File: src/rtl/huffman_byte_packer_if.sv
`default_nettype none
// ============================================================================
// Module      : huffman_byte_packer_if
// Description : Word-in / byte-out signal bundle between the Huffman coder,
//               the byte packer and the downstream byte sink.
// Revision    : 1.0 - initial release
// ============================================================================
interface huffman_byte_packer_if;
    logic        ce;
    logic [31:0] encoded_in;
    logic [5:0]  length_in;
    logic        enable_in;
    logic [7:0]  byte_out;
    logic        byte_valid;
    logic        byte_ready;
    logic        done;
    logic        overflow;
    logic        busy;

    // Coder/sink side: drives words and ready, observes the byte stream
    modport master (
        output ce, encoded_in, length_in, enable_in, byte_ready,
        input  byte_out, byte_valid, done, overflow, busy
    );

    // Packer side
    modport slave (
        input  ce, encoded_in, length_in, enable_in, byte_ready,
        output byte_out, byte_valid, done, overflow, busy
    );
endinterface
`default_nettype wire

File: src/rtl/huffman_byte_packer.sv
`default_nettype none
// ============================================================================
// Module      : huffman_byte_packer
// Description : Buffers 32-bit encoded words in a small FIFO and serialises
//               them LSB-first as a byte stream. A word shorter than 32 bits
//               ends the stream: its last byte is zero-padded, then done
//               pulses for one cycle.
// Revision    : 1.0 - initial release
// ============================================================================
module huffman_byte_packer #(
    parameter int DEPTH = 4
) (
    input  wire logic             clock,
    input  wire logic             reset,
    huffman_byte_packer_if.slave  bus
);
    localparam int AW = $clog2(DEPTH);
    localparam logic [AW:0] c_ptr_one = {{AW{1'b0}}, 1'b1};

    typedef enum logic [1:0] {
        S_IDLE = 2'd0,
        S_EMIT = 2'd1,
        S_DONE = 2'd2
    } state_t;

    state_t      state_q, state_d;
    logic [31:0] shreg_q, shreg_d;
    logic [5:0]  bits_left_q, bits_left_d;
    logic        is_final_q, is_final_d;
    logic [7:0]  byte_out_q, byte_out_d;
    logic        byte_valid_q, byte_valid_d;
    logic        done_q, done_d;
    logic        busy_q, busy_d;
    logic        overflow_q, overflow_d;
    logic [AW:0] wr_ptr_q, wr_ptr_d;
    logic [AW:0] rd_ptr_q, rd_ptr_d;

    logic [31:0] mem_word_q  [DEPTH];
    logic [5:0]  mem_len_q   [DEPTH];
    logic        mem_final_q [DEPTH];

    logic        w_pop;
    logic        w_push_req;
    logic        w_push_ok;
    logic        w_fifo_empty;
    logic        w_fifo_full;
    logic [5:0]  w_len_clamped;
    logic        w_final_in;
    logic [31:0] w_head_word;
    logic [5:0]  w_head_len;
    logic        w_head_final;

    // The extra pointer bit tells a full FIFO apart from an empty one
    assign w_fifo_empty  = (wr_ptr_q == rd_ptr_q);
    assign w_fifo_full   = (wr_ptr_q[AW] != rd_ptr_q[AW]) &&
                           (wr_ptr_q[AW-1:0] == rd_ptr_q[AW-1:0]);
    assign w_push_req    = bus.ce && bus.enable_in;
    // Over-long lengths behave as a full 32-bit, non-final word
    assign w_len_clamped = (bus.length_in > 6'd32) ? 6'd32 : bus.length_in;
    assign w_final_in    = (bus.length_in < 6'd32);
    assign w_head_word   = mem_word_q[rd_ptr_q[AW-1:0]];
    assign w_head_len    = mem_len_q[rd_ptr_q[AW-1:0]];
    assign w_head_final  = mem_final_q[rd_ptr_q[AW-1:0]];
    // A full FIFO still accepts a push when a pop frees the slot this cycle
    assign w_push_ok     = w_push_req && (!w_fifo_full || w_pop);

    // Next-state logic: load words from the FIFO and shift bytes out
    always_comb begin
        state_d     = state_q;
        shreg_d     = shreg_q;
        bits_left_d = bits_left_q;
        is_final_d  = is_final_q;
        w_pop       = 1'b0;
        case (state_q)
            S_IDLE: begin
                if (!w_fifo_empty) begin
                    w_pop       = 1'b1;
                    shreg_d     = w_head_word;
                    bits_left_d = w_head_len;
                    is_final_d  = w_head_final;
                    state_d     = (w_head_len != 6'd0) ? S_EMIT : S_DONE;
                end
            end
            S_EMIT: begin
                if (bus.byte_ready) begin
                    if (bits_left_q > 6'd8) begin
                        shreg_d     = {8'h00, shreg_q[31:8]};
                        bits_left_d = bits_left_q - 6'd8;
                    end else if (is_final_q) begin
                        state_d = S_DONE;
                    end else if (!w_fifo_empty) begin
                        // Chain straight into the next word with no bubble
                        w_pop       = 1'b1;
                        shreg_d     = w_head_word;
                        bits_left_d = w_head_len;
                        is_final_d  = w_head_final;
                        state_d     = (w_head_len != 6'd0) ? S_EMIT : S_DONE;
                    end else begin
                        state_d = S_IDLE;
                    end
                end
            end
            S_DONE: begin
                state_d = S_IDLE;
            end
            default: begin
                state_d = S_IDLE;
            end
        endcase
    end

    // FIFO pointer updates and sticky overflow on a dropped word
    always_comb begin
        wr_ptr_d   = w_push_ok ? (wr_ptr_q + c_ptr_one) : wr_ptr_q;
        rd_ptr_d   = w_pop     ? (rd_ptr_q + c_ptr_one) : rd_ptr_q;
        overflow_d = overflow_q || (w_push_req && !w_push_ok);
    end

    // Registered outputs derived from the next state; padding bits forced to 0
    always_comb begin
        byte_valid_d = (state_d == S_EMIT);
        done_d       = (state_d == S_DONE);
        busy_d       = (state_d != S_IDLE) || (wr_ptr_d != rd_ptr_d);
        byte_out_d   = 8'h00;
        for (int i = 0; i < 8; i++) begin
            byte_out_d[i] = byte_valid_d && shreg_d[i] && (6'(i) < bits_left_d);
        end
    end

    // State, datapath and output registers
    always_ff @(posedge clock or posedge reset) begin
        if (reset) begin
            state_q      <= S_IDLE;
            shreg_q      <= 32'h0;
            bits_left_q  <= 6'd0;
            is_final_q   <= 1'b0;
            byte_out_q   <= 8'h00;
            byte_valid_q <= 1'b0;
            done_q       <= 1'b0;
            busy_q       <= 1'b0;
            overflow_q   <= 1'b0;
            wr_ptr_q     <= '0;
            rd_ptr_q     <= '0;
        end else begin
            state_q      <= state_d;
            shreg_q      <= shreg_d;
            bits_left_q  <= bits_left_d;
            is_final_q   <= is_final_d;
            byte_out_q   <= byte_out_d;
            byte_valid_q <= byte_valid_d;
            done_q       <= done_d;
            busy_q       <= busy_d;
            overflow_q   <= overflow_d;
            wr_ptr_q     <= wr_ptr_d;
            rd_ptr_q     <= rd_ptr_d;
        end
    end

    // FIFO storage; contents are only meaningful between the pointers
    always_ff @(posedge clock) begin
        if (w_push_ok) begin
            mem_word_q[wr_ptr_q[AW-1:0]]  <= bus.encoded_in;
            mem_len_q[wr_ptr_q[AW-1:0]]   <= w_len_clamped;
            mem_final_q[wr_ptr_q[AW-1:0]] <= w_final_in;
        end
    end

    assign bus.byte_out   = byte_out_q;
    assign bus.byte_valid = byte_valid_q;
    assign bus.done       = done_q;
    assign bus.busy       = busy_q;
    assign bus.overflow   = overflow_q;
endmodule
`default_nettype wire

File: src/flat_wrapper.sv
// flat-port wrapper written by rule: the top's interface ports become plain ports
module huffman_byte_packer_flat 
#(
    parameter int DEPTH = 4
)
  (clock, reset, bus_ce, bus_encoded_in, bus_length_in, bus_enable_in, bus_byte_ready, bus_byte_out, bus_byte_valid, bus_done, bus_overflow, bus_busy);
  huffman_byte_packer_if bus_i ();
  input  wire logic clock;
  input  wire logic reset;
  input wire logic [$bits(bus_i.ce)-1:0] bus_ce;
  input wire logic [$bits(bus_i.encoded_in)-1:0] bus_encoded_in;
  input wire logic [$bits(bus_i.length_in)-1:0] bus_length_in;
  input wire logic [$bits(bus_i.enable_in)-1:0] bus_enable_in;
  input wire logic [$bits(bus_i.byte_ready)-1:0] bus_byte_ready;
  output wire logic [$bits(bus_i.byte_out)-1:0] bus_byte_out;
  output wire logic [$bits(bus_i.byte_valid)-1:0] bus_byte_valid;
  output wire logic [$bits(bus_i.done)-1:0] bus_done;
  output wire logic [$bits(bus_i.overflow)-1:0] bus_overflow;
  output wire logic [$bits(bus_i.busy)-1:0] bus_busy;
  assign bus_i.ce = bus_ce;
  assign bus_i.encoded_in = bus_encoded_in;
  assign bus_i.length_in = bus_length_in;
  assign bus_i.enable_in = bus_enable_in;
  assign bus_i.byte_ready = bus_byte_ready;
  assign bus_byte_out = bus_i.byte_out;
  assign bus_byte_valid = bus_i.byte_valid;
  assign bus_done = bus_i.done;
  assign bus_overflow = bus_i.overflow;
  assign bus_busy = bus_i.busy;
  huffman_byte_packer #(.DEPTH(DEPTH)) u_core (.clock(clock), .reset(reset), .bus(bus_i));
endmodule
File: config.mk
export PLATFORM = sky130hd
export DESIGN_NAME = huffman_byte_packer_flat
export DESIGN_NICKNAME = d
export VERILOG_FILES = /design/src/rtl/huffman_byte_packer_if.sv /design/src/rtl/huffman_byte_packer.sv /design/src/flat_wrapper.sv
export SDC_FILE = /design/constraint.sdc
export NUM_CORES = 1
export LEC_CHECK = 0
export ABC_AREA = 0
export CAP_MARGIN = 0
export CORE_MARGIN = 5
export CORE_UTILIZATION = 64
export CTS_CLUSTER_DIAMETER = 100
export CTS_CLUSTER_SIZE = 12
export DETAILED_ROUTE_END_ITERATION = 6
export HOLD_SLACK_MARGIN = 0.02
export PLACE_DENSITY_LB_ADDON = 0.05
export SYNTH_ARGS = -nofsm -noshare
export SYNTH_HDL_FRONTEND = slang
export SYNTH_SLANG_ARGS = --single-unit
File: constraint.sdc
create_clock -name clock -period 9.25 [get_ports clock]
set_input_delay 2.3125 -clock clock [delete_from_list [all_inputs] [get_ports clock]]
set_output_delay 2.3125 -clock clock [all_outputs]
set_load 0.005 [all_outputs]
---- Word-level counts from Yosys, hierarchy flattened ----
Memory sizes are Yosys's and may differ from the RTL's.
Index checks and enable logic that the tools add are counted.
word-level totals
  flip-flop bits (word level) ............. 59
  word-level logic and storage cells ...... 104
  bits of input ports ..................... 43
  memories ................................ 3
  latch bits .............................. 0
  output and inout bits ................... 12
  memory bits (writable) .................. 156
  memory bits (read-only) ................. 0
operators by class
  eq/ne operators ......................... 11
  muxes and demuxes ....................... 33
  shift-type cells ........................ 0
  bitwise gates (word level) .............. 0
  reductions and logical operators ........ 31
  add/subtract/negate cells ............... 3
  divide/modulo/power cells ............... 0
  $lt $le $gt $ge ......................... 11
  $mul .................................... 0
memory list
  memory              words  width  read ports  clocked after memory_dff  wr ports  RTL line                   text
  u_core.mem_word_q   4      32     1           0                         1         huffman_byte_packer.sv:38  logic [31:0] mem_word_q [DEPTH];
  u_core.mem_len_q    4      6      1           0                         1         huffman_byte_packer.sv:39  logic [5:0] mem_len_q [DEPTH];
  u_core.mem_final_q  4      1      1           0                         1         huffman_byte_packer.sv:40  logic mem_final_q [DEPTH];
operators with widths
  operator             count
  $mux 32              4
  $pmux 32 s2          1
  $mux 6               5
  $lt 3x6->1 const A   4
  $logic_and 1x1->1    20
  $lt 1x6->1 const A   2
  $lt 2x6->1 const A   2
  $mux 2               6
  $pmux 6 s2           1
  $mux 1               11
  $add 3x1->3 const B  2
  $gt 6x4->1 const B   1
  $gt 6x6->1 const B   1
  $lt 6x6->1 const B   1
  $mux 3               2
  $ne 2x2->1 const B   3
  $reduce_bool 6->1    1
  $sub 6x4->6 const B  1
  $eq 2x1->1 const B   2
  $pmux 1 s2           2
  $pmux 2 s2           1
  $reduce_and 4->1     1
  $reduce_bool 2->1    2
  $eq 3x3->1           1
  other kinds (9)      12

---- Longest topological paths before layout ----
  depth in word-level cells ............... 11
  gate-level depth with buffers ........... 9

---- Least setup slack after synthesis ----
Ideal clock, no wire load.
  path kind ............................... input port to flip-flop
  start point ............................. input bus_byte_ready
  end point ............................... memory u_core.mem_final_q[3] (enable)
  cell stages on the path ................. 5
  data arrival time ....................... 4.568 ns
  setup slack ............................. 4.281 ns
  path buffers ............................ 1
  data required time ...................... 8.848 ns
  cell sequence ........................... clkbuf_1 -> or4b_1 -> nor3_1 -> o311a_1 -> and2_1
on the way
  longest elaborated chain between the ends .. 6
ends and longest elaborated chain
  element                       RTL line                    text
  start: declaration            flat_wrapper.sv:14          input wire logic [$bits(bus_i.byte_ready)-1:0] bus_byte_ready;
  $mux 1                        huffman_byte_packer.sv:85   if (bus.byte_ready) begin
  $pmux 1 s2                    huffman_byte_packer.sv:74   case (state_q)
  $logic_or 1x1->1              huffman_byte_packer.sv:65   assign w_push_ok = w_push_req && (!w_fifo_full || w_pop);
  $logic_and 1x1->1             huffman_byte_packer.sv:65
  $mux 1                        huffman_byte_packer.sv:161  if (w_push_ok) begin
  $mux 1 (not written as such)  huffman_byte_packer.sv:164  mem_final_q[wr_ptr_q[AW-1:0]] <= w_final_in;
  end: declaration              huffman_byte_packer.sv:40
Every way passes these cells.

---- Worst setup path after layout ----
  start point ............................. input bus_byte_ready
  end point ............................... memory u_core.mem_word_q[2][10] (enable)
on the way
  longest elaborated chain between the ends .. 6
ends and longest elaborated chain
  element                       RTL line                    text
  $mux 1                        huffman_byte_packer.sv:85
  $pmux 1 s2                    huffman_byte_packer.sv:74
  $logic_or 1x1->1              huffman_byte_packer.sv:65
  $logic_and 1x1->1             huffman_byte_packer.sv:65
  $mux 1                        huffman_byte_packer.sv:161
  $mux 1 (not written as such)  huffman_byte_packer.sv:162  mem_word_q[wr_ptr_q[AW-1:0]] <= bus.encoded_in;
  end: declaration              huffman_byte_packer.sv:38
Every way passes these cells.

==> results.json <==
{
  "row_count": 43,
  "multi_input_area_um2": 2770,
  "io_pins": 55,
  "synth_edf_count": 156,
  "maxCapViolCount": 0,
  "hold_ws_ps": 478,
  "antenna_found_initial": 0,
  "drive_gt1_frac": 0.160,
  "first_pass_iters": 6,
  "grt-ovfl-total": 0,
  "final_cells": 822,
  "finalHoldViolCount": 0,
  "crit_fanout": 39,
  "fmax_mhz": 198,
  "rr_startpoint": "u_core.rd_ptr_q[1]",
  "drt_iter0_drc": 523,
  "gp_congestion": 0.931,
  "worstReg2RegEnd": "u_core.bus.byte_out[2]",
  "required_ps": 9340,
  "synth_nets": 620,
  "layout_commonest_cell": "edfxtp_1",
  "dieArea_um2": 16700,
  "areaGrowthSynthToFinish_pct": 14.2,
  "power.internal_mw": 2.29,
  "total_power_mw": 3.57,
  "synth_seq_cells": 215,
  "synth_area_leader_cell": "edfxtp_1",
  "postCtsSetupBuffers": 0,
  "fillers": 828,
  "cts_buffers": 21,
  "power_frac_comb": 0.402,
  "seq_power_share": 0.385,
  "fin_crit_sh": 0.545,
  "crit_type": "in -> reg",
  "critPathLaunchType": "input port",
  "num_antenna_cells": 0,
  "min_to": "u_core.bus.overflow",
  "reg2reg_slack_ps": 5520,
  "routedWlPerCell_um": 23.4,
  "place_inst": 784,
  "hold_depth": 1,
  "relSlewSlack": 0.233,
  "synth_area_leaders": "edfxtp_1 (51%), dfrtp_1 (16%), mux4_2 (9.4%)",
  "clkTransAtPathRegs_ps": 60,
  "finClkSkew_ps": 16.5,
  "clock_path_buffers": 3,
  "portBuffers": 54,
  "p_leak_nw": 3.69,
  "initial_core_util": 0.655,
  "max_slew.worst_pin.slew_ps": 1150,
  "setup_tns_ps": 0,
  "critPathArrivalTime_ps": 5140,
  "clk_latency_ps": 490,
  "ctsResizeCount": 0,
  "cts_hold_buf": 0,
  "yosysUniqueCellTypes": 62,
  "vias": 5358,
  "fin_crit_ps": 5040,
  "register_area_um2": 6160,
  "net-switching-power_mw": 1.27,
  "finalSetupViolCount": 0,
  "ir_drop_mv": 0.190,
  "grt_first_pass_wirelength_um": 30300,
  "power_density_nw_per_um2": 342,
  "most-common-layout-cells": "edfxtp_1 (156), dfrtp_1 (57), clkdlybuf4s50_1 (54)",
  "die_w_um": 129,
  "cts_sinks": 215,
  "track_usage": 0.238,
  "seq_area_frac_synth": 0.675,
  "avgSynthCellArea_um2": 16.0,
  "async_flop_share": 0.274,
  "slew_violations": 0,
  "switching_share": 0.357,
  "drt_wl_total_um": 19200,
  "fp.dieH_um": 129,
  "critPathLaunch": "bus_byte_ready",
  "min_path_type": "reg -> reg",
  "fin_nets": 676,
  "grt_start_max_net_pins": 60,
  "clock-root-buffer": "clkbuf_16",
  "rsz0062_at_grt": "no",
  "rr_worst_depth": 7,
  "htree_levels": 1,
  "hpwl_um": 11600,
  "routed_via_density": 6.52,
  "min_from": "u_core.bus.overflow",
  "syn_inst": 571,
  "detail-route-antenna-nets": 0,
  "status": "completed",
  "syn_area_um2": 9120,
  "coreArea_um2": 13900,
  "endpoint_kind": "flip-flop",
  "synth_top_cell_area_share": 0.513,
  "synthFlopType": "edfxtp_1",
  "clkPwrFrac": 0.213,
  "drc": 0,
  "cts_tree": "built",
  "yosysWarningCount": 0,
  "grt_pass1_vias": 5544
}
## Yosys cell counts (all sizes together) (2+ instances only)
cell type / instances
nand2b: 2
mux4: 39
o211a: 3
a211oi: 3
a22o: 2
nor4: 2
nand3: 5
o22ai: 5
a32oi: 2
o311ai: 3
o311a: 4
a221o: 18
nor3: 8
a21oi: 26
nor2: 30
clkbuf: 17
and2: 5
and3: 3
a222oi: 3
ha: 6
edfxtp: 156
mux2i: 2
a31o: 2
o21ai: 20
buf: 11
a31oi: 4
a22oi: 16
or3b: 2
or2: 4
mux2: 19
dfrtp: 59
xnor2: 7
a211o: 2
inv: 19
xor2: 4
nor2b: 6
nand2: 36
o31ai: 4
## critical path, cell delays in order
cell and delay (ps):
clkdlybuf4s50_1 680, or4b_1 530, nor3_1 240, o311a_1 370
and2_2 970
## metal layers
layer | vias up | part of all wire | GRT usage
li1 | 2376 | - | -
met1 | 2705 | 0.41 | 0.334
met2 | 240 | 0.49 | 0.393
met3 | 37 | 0.068 | 0.0437
met4 | 0 | 0.026 | 0.0642
met5 | - | 0 | 0
## how the worst max path moves through the flow
stage	endpoint	slack, ps
detailed placement	u_core.mem_word_q[2][9]	3760
global route	u_core.mem_word_q[2][10]	4040
CTS	u_core.mem_word_q[2][10]	4250
global placement	u_core.mem_word_q[2][14]	3780
finish	u_core.mem_word_q[2][10]	4210
floorplan	u_core.mem_final_q[3]	4280
## registers in the layout, indices dropped and copies added, names as in the netlist, 2 cells and up
name	cells
u_core.mem_word_q	128
u_core.bus.byte_out	8
u_core.mem_len_q	24
u_core.rd_ptr_q	3
u_core.mem_final_q	4
u_core.shreg_q	32
u_core.bits_left_q	6
u_core.wr_ptr_q	3
u_core.state_q	2
## cell families (layout without fill, tap and decap cells)
| kind of cell | Yosys count | count (layout) | synth area share |
|---|---|---|---|
| flops | 215 | 215 | 0.675 |
| compound gates | 123 | 123 | 0.103 |
| simple gates | 108 | 108 | 0.0561 |
| mux | 60 | 60 | 0.122 |
| buf+inv | 48 | 119 | 0.0217 |
| xor+xnor | 11 | 11 | 0.0139 |
| fa+ha+maj | 6 | 6 | 0.00823 |
## power groups by stage
stage          Combinational (mW)  Clock (mW)  Sequential, mW
2_1_floorplan                1.06           0            1.35
3_3_place_gp                 1.39           0            1.38
3_5_place_dp                 1.41           0            1.39
4_1_cts                      1.43       0.774            1.37
5_1_grt                      1.55       0.819            1.39
6_report                     1.43       0.759            1.37
## area by class of cell
class / instances / share of cell area
multi-input combinational: 308 / 0.266
timing repair buffer: 61 / 0.0569
clock inverter: 1 / 0.000840
sequential: 215 / 0.591
clock buffer: 37 / 0.0562
inverter: 20 / 0.00720
tap: 180 / 0.0216
## through the flow
step | setup slack, ps | area, µm² | util
floorplan | 4280 | 9120 | -
global placement | 3780 | 9830 | 0.705
detailed placement | 3760 | 9830 | 0.705
CTS | 4250 | 10400 | 0.748
global route | 4040 | 10400 | 0.748
finish | 4210 | 10400 | 0.748
Note: power is estimated with default switching activity, not from simulation.
